$ cat src/rtl/uart_hex_tx_formatter_if.sv
// Word-in / ASCII-byte-out bundle for the hex formatter: upstream push port,
// downstream four-phase byte handshake and the busy flag.
interface uart_hex_tx_formatter_if #(
  parameter int unsigned WORD_W = 16
);
  logic [WORD_W-1:0] in_word;
  logic              in_valid;
  logic              in_ready;
  logic [7:0]        data;
  logic              data_valid;
  logic              tx_ack;
  logic              busy;

  modport master (
    output in_word, in_valid, tx_ack,
    input  in_ready, data, data_valid, busy
  );

  modport slave (
    input  in_word, in_valid, tx_ack,
    output in_ready, data, data_valid, busy
  );
endinterface

$ cat src/rtl/uart_hex_tx_formatter.sv
// Buffers words in a small FIFO and emits each as uppercase ASCII hex digits
// (MS nibble first), optionally followed by CR LF, over a four-phase handshake.
module uart_hex_tx_formatter #(
  parameter int unsigned WORD_W     = 16,
  parameter int unsigned FIFO_DEPTH = 8,
  parameter int unsigned TERM_CRLF  = 1
) (
  input logic                    clk,
  input logic                    rst_n,
  uart_hex_tx_formatter_if.slave bus
);
  localparam int unsigned NDIG   = WORD_W / 4;
  localparam int unsigned NCHARS = NDIG + 2 * TERM_CRLF;
  localparam int unsigned AW     = $clog2(FIFO_DEPTH);
  localparam int unsigned CW     = AW + 1;
  localparam int unsigned IW     = $clog2(NCHARS + 1);

  typedef enum logic [1:0] {IDLE, LOAD, SEND, RELEASE} state_t;

  state_t            state, state_next;
  logic [WORD_W-1:0] mem [FIFO_DEPTH];
  logic [AW-1:0]     wr_ptr, rd_ptr;
  logic [CW-1:0]     count;
  logic              push, pop;
  logic [WORD_W-1:0] shreg;
  logic [IW-1:0]     idx;
  logic              last_char;
  logic [3:0]        nib;
  logic [7:0]        cur_char;

  // in_ready comes from the registered count only, so a pop at full never
  // opens a same-cycle push slot.
  assign push      = bus.in_valid && bus.in_ready;
  assign pop       = (state == LOAD);
  assign last_char = (idx == IW'(NCHARS - 1));

  always_ff @(posedge clk) begin
    if (!rst_n) begin
      wr_ptr <= '0;
      rd_ptr <= '0;
      count  <= '0;
    end else begin
      if (push) wr_ptr <= wr_ptr + 1'b1;
      if (pop)  rd_ptr <= rd_ptr + 1'b1;
      count <= count + CW'(push) - CW'(pop);
    end
  end

  always_ff @(posedge clk) begin
    if (rst_n && push) mem[wr_ptr] <= bus.in_word;
  end

  // Current nibble always sits in the top of shreg; it shifts on each advance.
  always_ff @(posedge clk) begin
    if (!rst_n) begin
      shreg <= '0;
      idx   <= '0;
    end else if (state == LOAD) begin
      shreg <= mem[rd_ptr];
      idx   <= '0;
    end else if (state == RELEASE && !bus.tx_ack && !last_char) begin
      shreg <= shreg << 4;
      idx   <= idx + 1'b1;
    end
  end

  always_comb begin
    nib = shreg[WORD_W-1 -: 4];
    if (idx < IW'(NDIG)) begin
      cur_char = (nib < 4'd10) ? 8'h30 + 8'(nib) : 8'h37 + 8'(nib);
    end else if (idx == IW'(NDIG)) begin
      cur_char = 8'h0D;
    end else begin
      cur_char = 8'h0A;
    end
  end

  always_ff @(posedge clk) begin
    if (!rst_n) state <= IDLE;
    else        state <= state_next;
  end

  always_comb begin
    state_next = state;
    case (state)
      IDLE:    if (count != '0) state_next = LOAD;
      LOAD:    state_next = SEND;
      SEND:    if (bus.tx_ack) state_next = RELEASE;
      RELEASE: begin
        if (!bus.tx_ack) begin
          if (!last_char)        state_next = SEND;
          else if (count != '0) state_next = LOAD;
          else                   state_next = IDLE;
        end
      end
      default: state_next = IDLE;
    endcase
  end

  always_comb begin
    bus.in_ready   = (count != CW'(FIFO_DEPTH));
    bus.data_valid = (state == SEND);
    bus.data       = (state == SEND) ? cur_char : 8'h00;
    bus.busy       = (count != '0) || (state != IDLE);
  end
endmodule

$ cat src/flat_wrapper.sv
// flat-port wrapper written by rule: the top's interface ports become plain ports
module uart_hex_tx_formatter_flat 
#(
  parameter int unsigned WORD_W     = 16,
  parameter int unsigned FIFO_DEPTH = 8,
  parameter int unsigned TERM_CRLF  = 1
)
  (clk, rst_n, bus_in_word, bus_in_valid, bus_tx_ack, bus_in_ready, bus_data, bus_data_valid, bus_busy);
  uart_hex_tx_formatter_if #(.WORD_W(WORD_W)) bus_i ();
  input logic clk;
  input logic rst_n;
  input wire logic [$bits(bus_i.in_word)-1:0] bus_in_word;
  input wire logic [$bits(bus_i.in_valid)-1:0] bus_in_valid;
  input wire logic [$bits(bus_i.tx_ack)-1:0] bus_tx_ack;
  output wire logic [$bits(bus_i.in_ready)-1:0] bus_in_ready;
  output wire logic [$bits(bus_i.data)-1:0] bus_data;
  output wire logic [$bits(bus_i.data_valid)-1:0] bus_data_valid;
  output wire logic [$bits(bus_i.busy)-1:0] bus_busy;
  assign bus_i.in_word = bus_in_word;
  assign bus_i.in_valid = bus_in_valid;
  assign bus_i.tx_ack = bus_tx_ack;
  assign bus_in_ready = bus_i.in_ready;
  assign bus_data = bus_i.data;
  assign bus_data_valid = bus_i.data_valid;
  assign bus_busy = bus_i.busy;
  uart_hex_tx_formatter #(.WORD_W(WORD_W), .FIFO_DEPTH(FIFO_DEPTH), .TERM_CRLF(TERM_CRLF)) u_core (.clk(clk), .rst_n(rst_n), .bus(bus_i));
endmodule
$ cat config.mk
export PLATFORM = sky130hd
export DESIGN_NAME = uart_hex_tx_formatter_flat
export DESIGN_NICKNAME = d
export VERILOG_FILES = /design/src/rtl/uart_hex_tx_formatter_if.sv /design/src/rtl/uart_hex_tx_formatter.sv /design/src/flat_wrapper.sv
export SDC_FILE = /design/constraint.sdc
export NUM_CORES = 1
export LEC_CHECK = 0
export CORE_ASPECT_RATIO = 2
export CORE_MARGIN = 2
export CORE_UTILIZATION = 35
export DETAILED_ROUTE_END_ITERATION = 6
export PLACE_DENSITY_LB_ADDON = 0.3
export REMOVE_ABC_BUFFERS = 1
export SYNTH_ARGS = -nofsm -noshare
export SYNTH_HDL_FRONTEND = slang
export SYNTH_SLANG_ARGS = --single-unit
$ cat constraint.sdc
create_clock -name clk -period 3.8 [get_ports clk]
set_input_delay 0.76 -clock clk [delete_from_list [all_inputs] [get_ports clk]]
set_output_delay 0.76 -clock clk [all_outputs]
set_load 0.01 [all_outputs]
==> results.json <==
{
  "ys_ff_latch": 162,
  "worst_pin_slew_ns": 0.9739,
  "insertion_delay_ns": 0.42,
  "setup_viol": 0,
  "preCtsSetupSlack_ns": 1.042,
  "clockPowerShare": 0.341,
  "cts_setup_buffers": 0,
  "p_int_mw": 3.445,
  "cp_data_required_time_ns": 3.04,
  "root_buffer": "clkbuf_16",
  "hold_class": "reg -> reg",
  "synth_area_leader_cell": "edfxtp_1",
  "die_w_um": 101.8,
  "relSlewSlack": 0.3508,
  "detailed_place_hpwl_um": 9076,
  "initial_utilization": 0.3569,
  "power_frac_comb": 0.192,
  "syn_to_final_growth_pct": 16.66,
  "synthCells": 443,
  "cp-endpoint": "bus_data[1]",
  "path_class": "reg -> out",
  "ctsLongestPathBuffers": 2,
  "ant_nets": 0,
  "first_global_vias": 3865,
  "cts.sinks": 162,
  "ctsResizeCount": 0,
  "synth.cell_area_um2": 6690,
  "period_share": 0.7791,
  "first_iter_violations": 191,
  "grt_pass1_wl_um": 21060,
  "placedInstanceArea_um2": 7231,
  "die_h_um": 199.5,
  "wl_per_cell_um": 18.07,
  "setup.worst_path.start": "u_core.shreg[13]",
  "path_clk_slew_ns": 0.06,
  "power_leakage_nw": 2.667,
  "p_per_area_nw_per_um2": 621.4,
  "final_cells": 747,
  "num_io_pins": 31,
  "final.setup.tns_ns": 0,
  "num_rows": 71,
  "cp-start-kind": "flop",
  "synth_top_area_frac": 0.5745,
  "cts_tree": "yes",
  "grt_usage": 0.1420,
  "via_per_inst": 4.924,
  "hold_violations": 0,
  "cp_max_fo": 5,
  "gr-total-overflow": 0,
  "firstDrtPassIters": 4,
  "layout_setup_ws_ns": 0.8393,
  "core-area_um2": 18740,
  "drt-total-wl_um": 13500,
  "cp-end-kind": "output port",
  "numCtsBuffers": 17,
  "numPortBuffers": 29,
  "hold_depth": 2,
  "synth_cell_types": 43,
  "grt_max_degree": 55,
  "final_cell_area_um2": 7805,
  "placed_cells": 715,
  "insertedDiodeCount": 0,
  "layout-drive-gt1-share": 0.1260,
  "rr_worst_depth": 9,
  "arrival_ns": 2.20,
  "p_sw_frac": 0.2898,
  "drv_slew": 0,
  "antenna_found_initial": 0,
  "fin_nets": 511,
  "die_area_um2": 20300,
  "cap_viol_max_count": 0,
  "holdBufCountCts": 0,
  "cts_max_level": 4,
  "gp_congestion": 0.7602,
  "syn_avg_cell_area_um2": 15.10,
  "min_period_ns": 2.961,
  "yosysWarnings": 0,
  "status": "completed",
  "irDropWorstVdd_uv": 304.9,
  "fmaxAchievable_mhz": 337.8,
  "p_sw_mw": 1.406,
  "vias": 3678,
  "nFillCells": 1690,
  "pwr-share-seq": 0.467,
  "r2r-end": "u_core.count[2]",
  "synth.top_cells.by_area": "edfxtp_1 (57%), mux2i_1 (12%), dfxtp_1 (10%)",
  "synth-seq-area-share": 0.6763,
  "utilization": 0.4164,
  "drc": 0,
  "rrSetupSlack_ns": 1.55,
  "p_total_mw": 4.850,
  "whs_ns": 0.4842,
  "rr_startpoint": "u_core.count[2]",
  "finalClockSkew_ns": 0.008273,
  "rsz0062_at_grt": "false"
}
-- Yosys cell counts --
| cell type | number |
|---|---|
| a211o_1 | 1 |
| a211oi_1 | 1 |
| a21boi_0 | 1 |
| a21boi_1 | 1 |
| a21o_1 | 1 |
| a21oi_1 | 13 |
| a21oi_4 | 1 |
| a22o_1 | 8 |
| a22oi_1 | 17 |
| a22oi_2 | 7 |
| a31oi_1 | 2 |
| and2_1 | 10 |
| and3b_1 | 1 |
| buf_12 | 2 |
| buf_2 | 9 |
| buf_4 | 6 |
| buf_6 | 4 |
| buf_8 | 1 |
| clkbuf_1 | 2 |
| clkbuf_2 | 1 |
| conb_1 | 1 |
| dfxtp_1 | 34 |
| edfxtp_1 | 128 |
| fa_1 | 1 |
| ha_1 | 11 |
| inv_1 | 10 |
| mux2i_1 | 77 |
| nand2_1 | 22 |
| nand2_2 | 1 |
| nand2_4 | 2 |
| nand2b_1 | 4 |
| nand3_1 | 8 |
| nor2_1 | 13 |
| nor2b_1 | 4 |
| nor3_1 | 8 |
| nor3b_1 | 1 |
| nor4_1 | 2 |
| o21a_1 | 1 |
| o21ai_0 | 3 |
| o22ai_1 | 12 |
| or3b_1 | 2 |
| xnor2_1 | 4 |
| xor2_1 | 5 |
-- layout by cell type, fill, tap and decap left out, types with 5 or more instances in the layout --
cell type and instances:
a22o_1 8, o22ai_1 12, clkdlybuf4s50_1 29, nand3_1 8, a21oi_1 13, buf_4 13
mux2i_1 77, and2_1 10, clkbuf_16 17, edfxtp_1 128, inv_1 10, xor2_1 5
a22oi_2 7, ha_1 11, dfxtp_1 33, nand2_1 22, nor2_1 13, a22oi_1 17
-- cells by family (layout without fill, tap and decap cells) --
family / count (synthesis) / in the layout / synth area share
fa+ha+maj: 12 / 12 / 0.02356
buf+inv: 35 / 84 / 0.03591
xor+xnor: 9 / 9 / 0.01178
mux: 77 / 77 / 0.1152
simple gates: 78 / 78 / 0.05966
other cells: 1 / 1 / 0.0005605
compound gates: 69 / 69 / 0.07705
flops: 162 / 162 / 0.6763
-- power by group through the flow --
stage | clock network (mW) | logic, mW | registers, mW
finish | 1.65 | 0.932 | 2.27
CTS | 1.68 | 0.946 | 2.27
global placement | 0 | 0.911 | 2.30
floorplan | 0 | 0.699 | 2.25
global route | 1.74 | 1.03 | 2.29
detailed placement | 0 | 0.941 | 2.31
-- area by class of cell --
| cell class | instances | area [um2] | share of cell area |
|---|---|---|---|
| Clock inverter | 15 | 148.9 | 0.01908 |
| Timing Repair Buffer | 42 | 387.9 | 0.04970 |
| Multi-Input combinational cell | 246 | 1958 | 0.2509 |
| Inverter | 10 | 37.54 | 0.004809 |
| Clock buffer | 17 | 425.4 | 0.05450 |
| Tap cell | 255 | 319.1 | 0.04088 |
| Sequential cell | 162 | 4528 | 0.5802 |
-- worst min-delay path by stage --
stage,from,endpoint,slack [ns]
3_3_place_gp,u_core.idx[1],u_core.idx[1],0.46
5_1_grt,u_core.shreg[3],u_core.shreg[3],0.51
2_1_floorplan,u_core.shreg[3],u_core.shreg[3],0.44
6_report,u_core.idx[1],u_core.idx[1],0.48
4_1_cts,u_core.idx[1],u_core.idx[1],0.48
3_5_place_dp,u_core.shreg[2],u_core.shreg[2],0.47
-- state kept, by name (all words and copies together), names as in the netlist, named ones only --
signal         flops
u_core.wr_ptr      3
u_core.rd_ptr      3
u_core.mem       128
u_core.shreg      16
u_core.state       2
u_core.idx         3
u_core.count       4
-- critical path: stages (launching register included) --
cell,delay (ns)
dfxtp_1,0.41
inv_1,0.11
ha_1,0.28
a211o_1,0.26
a21oi_1,0.16
clkdlybuf4s50_1,0.56
-- per-layer routing --
| metal | global-route usage | vias to the layer above | part of all wire |
|---|---|---|---|
| li1 | - | 1745 | - |
| met1 | 0.1541 | 1840 | 0.39 |
| met2 | 0.2568 | 69 | 0.56 |
| met3 | 0.02938 | 24 | 0.025 |
| met4 | 0.06757 | 0 | 0.026 |
| met5 | 0 | - | 0 |
Note: power is estimated with default switching activity, not from simulation.
